### config.mk
export PLATFORM = sky130hd
export DESIGN_NAME = ibex_wb_pipe
export DESIGN_NICKNAME = d
export VERILOG_FILES = /design/src/rtl/ibex_pkg.sv /design/src/rtl/ibex_wb_pipe.sv
export SDC_FILE = /design/constraint.sdc
export NUM_CORES = 1
export LEC_CHECK = 0
export CORE_MARGIN = 3
export CORE_UTILIZATION = 38
export CTS_CLUSTER_DIAMETER = 150
export DETAILED_ROUTE_END_ITERATION = 6
export GPL_ROUTABILITY_DRIVEN = 0
export HOLD_SLACK_MARGIN = 0.12
export PLACE_DENSITY = 0.79
export SYNTH_ARGS = -nofsm -noshare
export SYNTH_HDL_FRONTEND = slang
export SYNTH_SLANG_ARGS = --single-unit
### constraint.sdc
create_clock -name clk_i -period 1.8 [get_ports clk_i]
set_input_delay 0.27 -clock clk_i [delete_from_list [all_inputs] [get_ports clk_i]]
set_output_delay 0.27 -clock clk_i [all_outputs]
set_load 0.05 [all_outputs]
### src/rtl/ibex_pkg.sv
// Shared types for the Ibex writeback stage: instruction class as seen by WB.
package ibex_pkg;

  typedef enum logic [1:0] {
    WB_INSTR_LOAD  = 2'd0,
    WB_INSTR_STORE = 2'd1,
    WB_INSTR_OTHER = 2'd2
  } wb_instr_type_e;

  function automatic logic wb_is_mem(input wb_instr_type_e t);
    return (t == WB_INSTR_LOAD) || (t == WB_INSTR_STORE);
  endfunction

endpackage

### src/rtl/ibex_wb_pipe.sv
// Writeback stage: holds one instruction from ID/EX and writes it to the register file.
//
// state       | meaning
// WB_EMPTY    | no entry held, ready for a new instruction
// WB_HELD     | non-memory entry held, retires this cycle unless flushed
// WB_WAIT_MEM | LOAD/STORE entry held, retires on the LSU response
module ibex_wb_pipe
  import ibex_pkg::*;
#(
  parameter bit DataGating = 1'b1
) (
  input  logic           clk_i,
  input  logic           rst_ni,
  input  logic           en_wb_i,
  input  wb_instr_type_e instr_type_i,
  input  logic           rf_we_i,
  input  logic [4:0]     rf_waddr_i,
  input  logic [31:0]    result_ex_i,
  input  logic           ex_valid_i,
  input  logic [31:0]    pc_i,
  input  logic           lsu_resp_valid_i,
  input  logic [31:0]    lsu_rdata_i,
  input  logic           lsu_resp_err_i,
  input  logic           flush_i,
  output logic           ready_wb_o,
  output logic           rf_we_wb_o,
  output logic [4:0]     rf_waddr_wb_o,
  output logic [31:0]    rf_wdata_wb_o,
  output logic           instr_done_wb_o,
  output logic [31:0]    pc_wb_o,
  output logic           load_err_o,
  output logic           outstanding_mem_o
);

  typedef enum logic [1:0] {
    WB_EMPTY    = 2'd0,
    WB_HELD     = 2'd1,
    WB_WAIT_MEM = 2'd2
  } wb_state_e;

  wb_state_e      state_q, state_d;
  wb_instr_type_e type_q, type_d;
  logic           we_q, we_d;
  logic [4:0]     waddr_q, waddr_d;
  logic [31:0]    pc_q, pc_d;
  logic [31:0]    result_q, result_d;

  logic        retire, flush_held, capture, entry_valid, mem_resp;
  logic [31:0] wdata_raw;

  always_comb begin
    mem_resp    = (state_q == WB_WAIT_MEM) && lsu_resp_valid_i;
    retire      = rst_ni && (((state_q == WB_HELD) && !flush_i) || mem_resp);
    // A flushed held entry frees the slot so a same-cycle capture can still land.
    flush_held  = rst_ni && (state_q == WB_HELD) && flush_i;
    ready_wb_o  = !rst_ni || (state_q == WB_EMPTY) || retire || flush_held;
    capture     = en_wb_i && ex_valid_i && ready_wb_o;
    entry_valid = rst_ni && (state_q != WB_EMPTY);

    state_d  = state_q;
    type_d   = type_q;
    we_d     = we_q;
    waddr_d  = waddr_q;
    pc_d     = pc_q;
    result_d = result_q;
    if (capture) begin
      state_d  = wb_is_mem(instr_type_i) ? WB_WAIT_MEM : WB_HELD;
      type_d   = instr_type_i;
      we_d     = rf_we_i;
      waddr_d  = rf_waddr_i;
      pc_d     = pc_i;
      result_d = result_ex_i;
    end else if (retire || flush_held) begin
      state_d  = WB_EMPTY;
      type_d   = WB_INSTR_LOAD;
      we_d     = 1'b0;
      waddr_d  = 5'd0;
      pc_d     = 32'd0;
      result_d = 32'd0;
    end
  end

  always_ff @(posedge clk_i) begin
    if (!rst_ni) begin
      state_q  <= WB_EMPTY;
      type_q   <= WB_INSTR_LOAD;
      we_q     <= 1'b0;
      waddr_q  <= 5'd0;
      pc_q     <= 32'd0;
      result_q <= 32'd0;
    end else begin
      state_q  <= state_d;
      type_q   <= type_d;
      we_q     <= we_d;
      waddr_q  <= waddr_d;
      pc_q     <= pc_d;
      result_q <= result_d;
    end
  end

  always_comb begin
    rf_we_wb_o        = retire && we_q && (type_q != WB_INSTR_STORE) &&
                        !((type_q == WB_INSTR_LOAD) && lsu_resp_err_i);
    wdata_raw         = (type_q == WB_INSTR_LOAD) ? lsu_rdata_i : result_q;
    rf_wdata_wb_o     = (DataGating && !rf_we_wb_o) ? 32'd0 : wdata_raw;
    pc_wb_o           = (DataGating && !entry_valid) ? 32'd0 : pc_q;
    rf_waddr_wb_o     = rst_ni ? waddr_q : 5'd0;
    instr_done_wb_o   = retire;
    load_err_o        = rst_ni && mem_resp && lsu_resp_err_i;
    outstanding_mem_o = rst_ni && (state_q == WB_WAIT_MEM);
  end

endmodule

==> run summary, run 1 <==
CP Max Fanout: 7
CP Cell Sequence: nand4b_1 -> a211o_4 -> buf_16 -> a21oi_4 -> buf_12
die width: 98.3 µm
WL/cell: 20.2 µm
Max Slew Vio Count: 0
post-synthesis register bit count: 74
Critical R2R Launch: state_q[0]$_SDFFE_PN0P_
via/cell ratio: 5.54
Hold Path Origin: rst_ni
Storage cell area: 0.00149 mm²
Final ANT Viol Nets: 0
vias in the first global route: 3,801
top cells by count, synth: dfxtp_1, nand2_1, a32o_1
via count: 3,648
startpoint types: flip-flop
Post-Synthesis Cells: 347
clock skew: 0.0102 ns
Hold Path Class: input port to flip-flop
Seq/Total Area, Yosys: 45.8%
first-pass GRT wire length: 19,800 µm
Fmax achieved: 0.466 GHz
Final period util: 119%
Skew-Pair Late Insertion Delay: 0.35 ns
CTS tree: yes
RSZ-0062 raised after global routing: true
Multi-input gate area: 0.00202 mm²
share of cells above drive strength 1: 38.7%
GRT Total Usage: 25.7%
ranking of synthesized cells by area: dfxtp_1, a32o_1, nand2_1
Warnings, synthesis: 0
Worst Slack Setup Final: -0.348 ns
hold path depth: 3
status: finished, violations left
reg2reg path depth: 6
DP Cell Count: 624
Total Nets Final: 659
top cell type's share of synthesized area: 45.8%
CP endpoint kind: output pin
most frequent cell after synthesis: dfxtp_1
crit path buf inv count: 2
clk sinks: 74
drt first pass iters: 5
MaxCap Viol Count: 0
R2R setup slack: 0.13 ns
Final Hold Violating Endpoints: 0
Die Height: 98.3 µm
CP max-delay cell: a211o_4
Worst Tran Pin Value: 0.294 ns
dominant synthesized flop cell: dfxtp_1
leakage: 2.61 nW
EDFF count, synth: 0
GRT overflow: 0
die area: 0.00966 mm²
Fin Hold WS: 0.388 ns
initial antenna violation count: 0
Layout area overhead: 114%
slew margin rel.: 80.4%
Unique masters post-synth: 28
Final min period: 2.15 ns
# diodes: 0
hold_buf cts: 0
Top delay family on crit path: compound AO/OA/AOI/OAI gates
total power: 3.95 mW
FFs w/ async S/R, synth: 0%
Detail Placement HPWL: 8730 µm
maximum vdd drop: 446 µV
Num CTS Buffers: 9
Hold Crit Endpoint: pc_q[25]$_SDFFE_PN0P_
largest net degree at the start of global routing: 44
Yosys top cell by area: dfxtp_1
Root Driver: clkbuf_8
CTS H-tree depth: 3
Reg clk slew, reported paths: 0.07 ns
Avg Synthesized Cell Area: 9.32 µm²
Initial Utilization: 39.2%
residual DRC count: 0
clock tree buffer depth: 2
Layout Cells excl Fill: 658
Final Core Density: 84.0%
num rows: 33
failing checks: setup timing
CP required: 1.53 ns
Mapped Nets: 458
Setup-failing EPs final: 66
Top Ports: 185
worst r2r dst: result_q[7]$_SDFFE_PN0P_
IO Port Bufs: 184
Netlist Area Pre-Place: 0.00324 mm²
DRT iter0 DRCs: 172
FILL cells: 476
CP max stage delay: 0.45 ns
kind of critical path: flip-flop to output pin
CP Data Arrival Time: 1.88 ns
Core Region: 0.00826 mm²
Total Wirelength: 13,300 µm
worst setup path startpoint: state_q[0]$_SDFFE_PN0P_
pwr dens: 570 mW/mm²
## through the flow
step                setup WS [ns]  cell area [µm²]  setup TNS [ns]
floorplan                  -0.173             3570           -1.09
global placement           -0.363             6350          -11.05
detailed placement         -0.380             6350          -12.16
CTS                        -0.349             6750          -13.63
global route               -0.388             6940          -19.67
finish                     -0.348             6940          -16.09
## final cells by class
| type | instances | share of cell area [%] |
|---|---|---|
| Clock buffer | 9 | 1.79 |
| Timing Repair Buffer | 228 | 44.2 |
| Tap cell | 105 | 1.89 |
| Clock inverter | 7 | 1.35 |
| Inverter | 3 | 0.162 |
| Sequential cell | 74 | 21.4 |
| Multi-Input combinational cell | 232 | 29.2 |
## sequential cells by signal (all words and copies together) (netlist names)
signal and flops:
state_q 2, waddr_q 5, result_q 32, we_q 1, type_q 2, pc_q 32
## worst max path at each step
stage,depth (start not counted),slack (ns),to
floorplan,4,-0.17,rf_wdata_wb_o[0]
global placement,6,-0.36,rf_wdata_wb_o[1]
detailed placement,6,-0.38,rf_wdata_wb_o[1]
CTS,5,-0.35,rf_wdata_wb_o[30]
global route,5,-0.39,rf_wdata_wb_o[23]
finish,5,-0.35,rf_wdata_wb_o[23]
## cells by family (layout without fill, tap and decap cells)
logic type,after synthesis,in the layout,share of synthesized area (%)
compound gates,111,111,28.9
buf+inv,41,247,7.12
flops,74,74,45.8
simple gates,121,121,18.2
## layout by cell type (no fill, tap or decap), types with 2 or more instances in the layout
cell / instances
a21oi_4: 32
a22o_1: 5
a32o_1: 66
and2_1: 6
and2_4: 32
buf_12: 81
buf_4: 23
buf_6: 13
bufinv_16: 2
clkbuf_8: 9
clkdlybuf4s50_1: 108
clkinv_2: 2
clkinvlp_4: 2
dfxtp_1: 72
inv_1: 2
nand2_1: 69
nand3_1: 2
nor2_4: 2
## power breakdown
group          switching [mW]  internal [mW]
combinational           0.356          0.424
sequential             0.0453           1.72
clock                   0.635          0.777
total                    1.04           2.92
## per-layer routing
| layer | track usage, % | share of wire [%] | vias to the layer above |
|---|---|---|---|
| met4 | 7.14 | 1.3 | 0 |
| met1 | 29.0 | 38 | 1791 |
| li1 | - | - | 1682 |
| met2 | 46.5 | 53 | 158 |
| met3 | 8.21 | 7.5 | 17 |
| met5 | 0 | 0 | - |
## repair_timing
item	in CTS	in global routing
setup endpoints to repair	65	66
gates cloned	4	1
pin swaps	1	24
resized for setup	26	43
setup buffers	5	12
## tightest hold or removal path, delay by kind of cell
kind | cells | cell delay [ns]
buffers and inverters | 2 | 0.29
AOI/OAI and AO/OA | 1 | 0.14
Note: power is estimated with default switching activity, not from simulation.
==> run 2, diff against run 1 <==
--- a/config.mk
+++ b/config.mk
@@ -12,6 +12,7 @@
 export GPL_ROUTABILITY_DRIVEN = 0
 export HOLD_SLACK_MARGIN = 0.12
 export PLACE_DENSITY = 0.79
+export SLEW_MARGIN = 20
 export SYNTH_ARGS = -nofsm -noshare
 export SYNTH_HDL_FRONTEND = slang
 export SYNTH_SLANG_ARGS = --single-unit
==> results of run 2 <==
The final DEF is identical to that of run 1; final timing and power are the same.
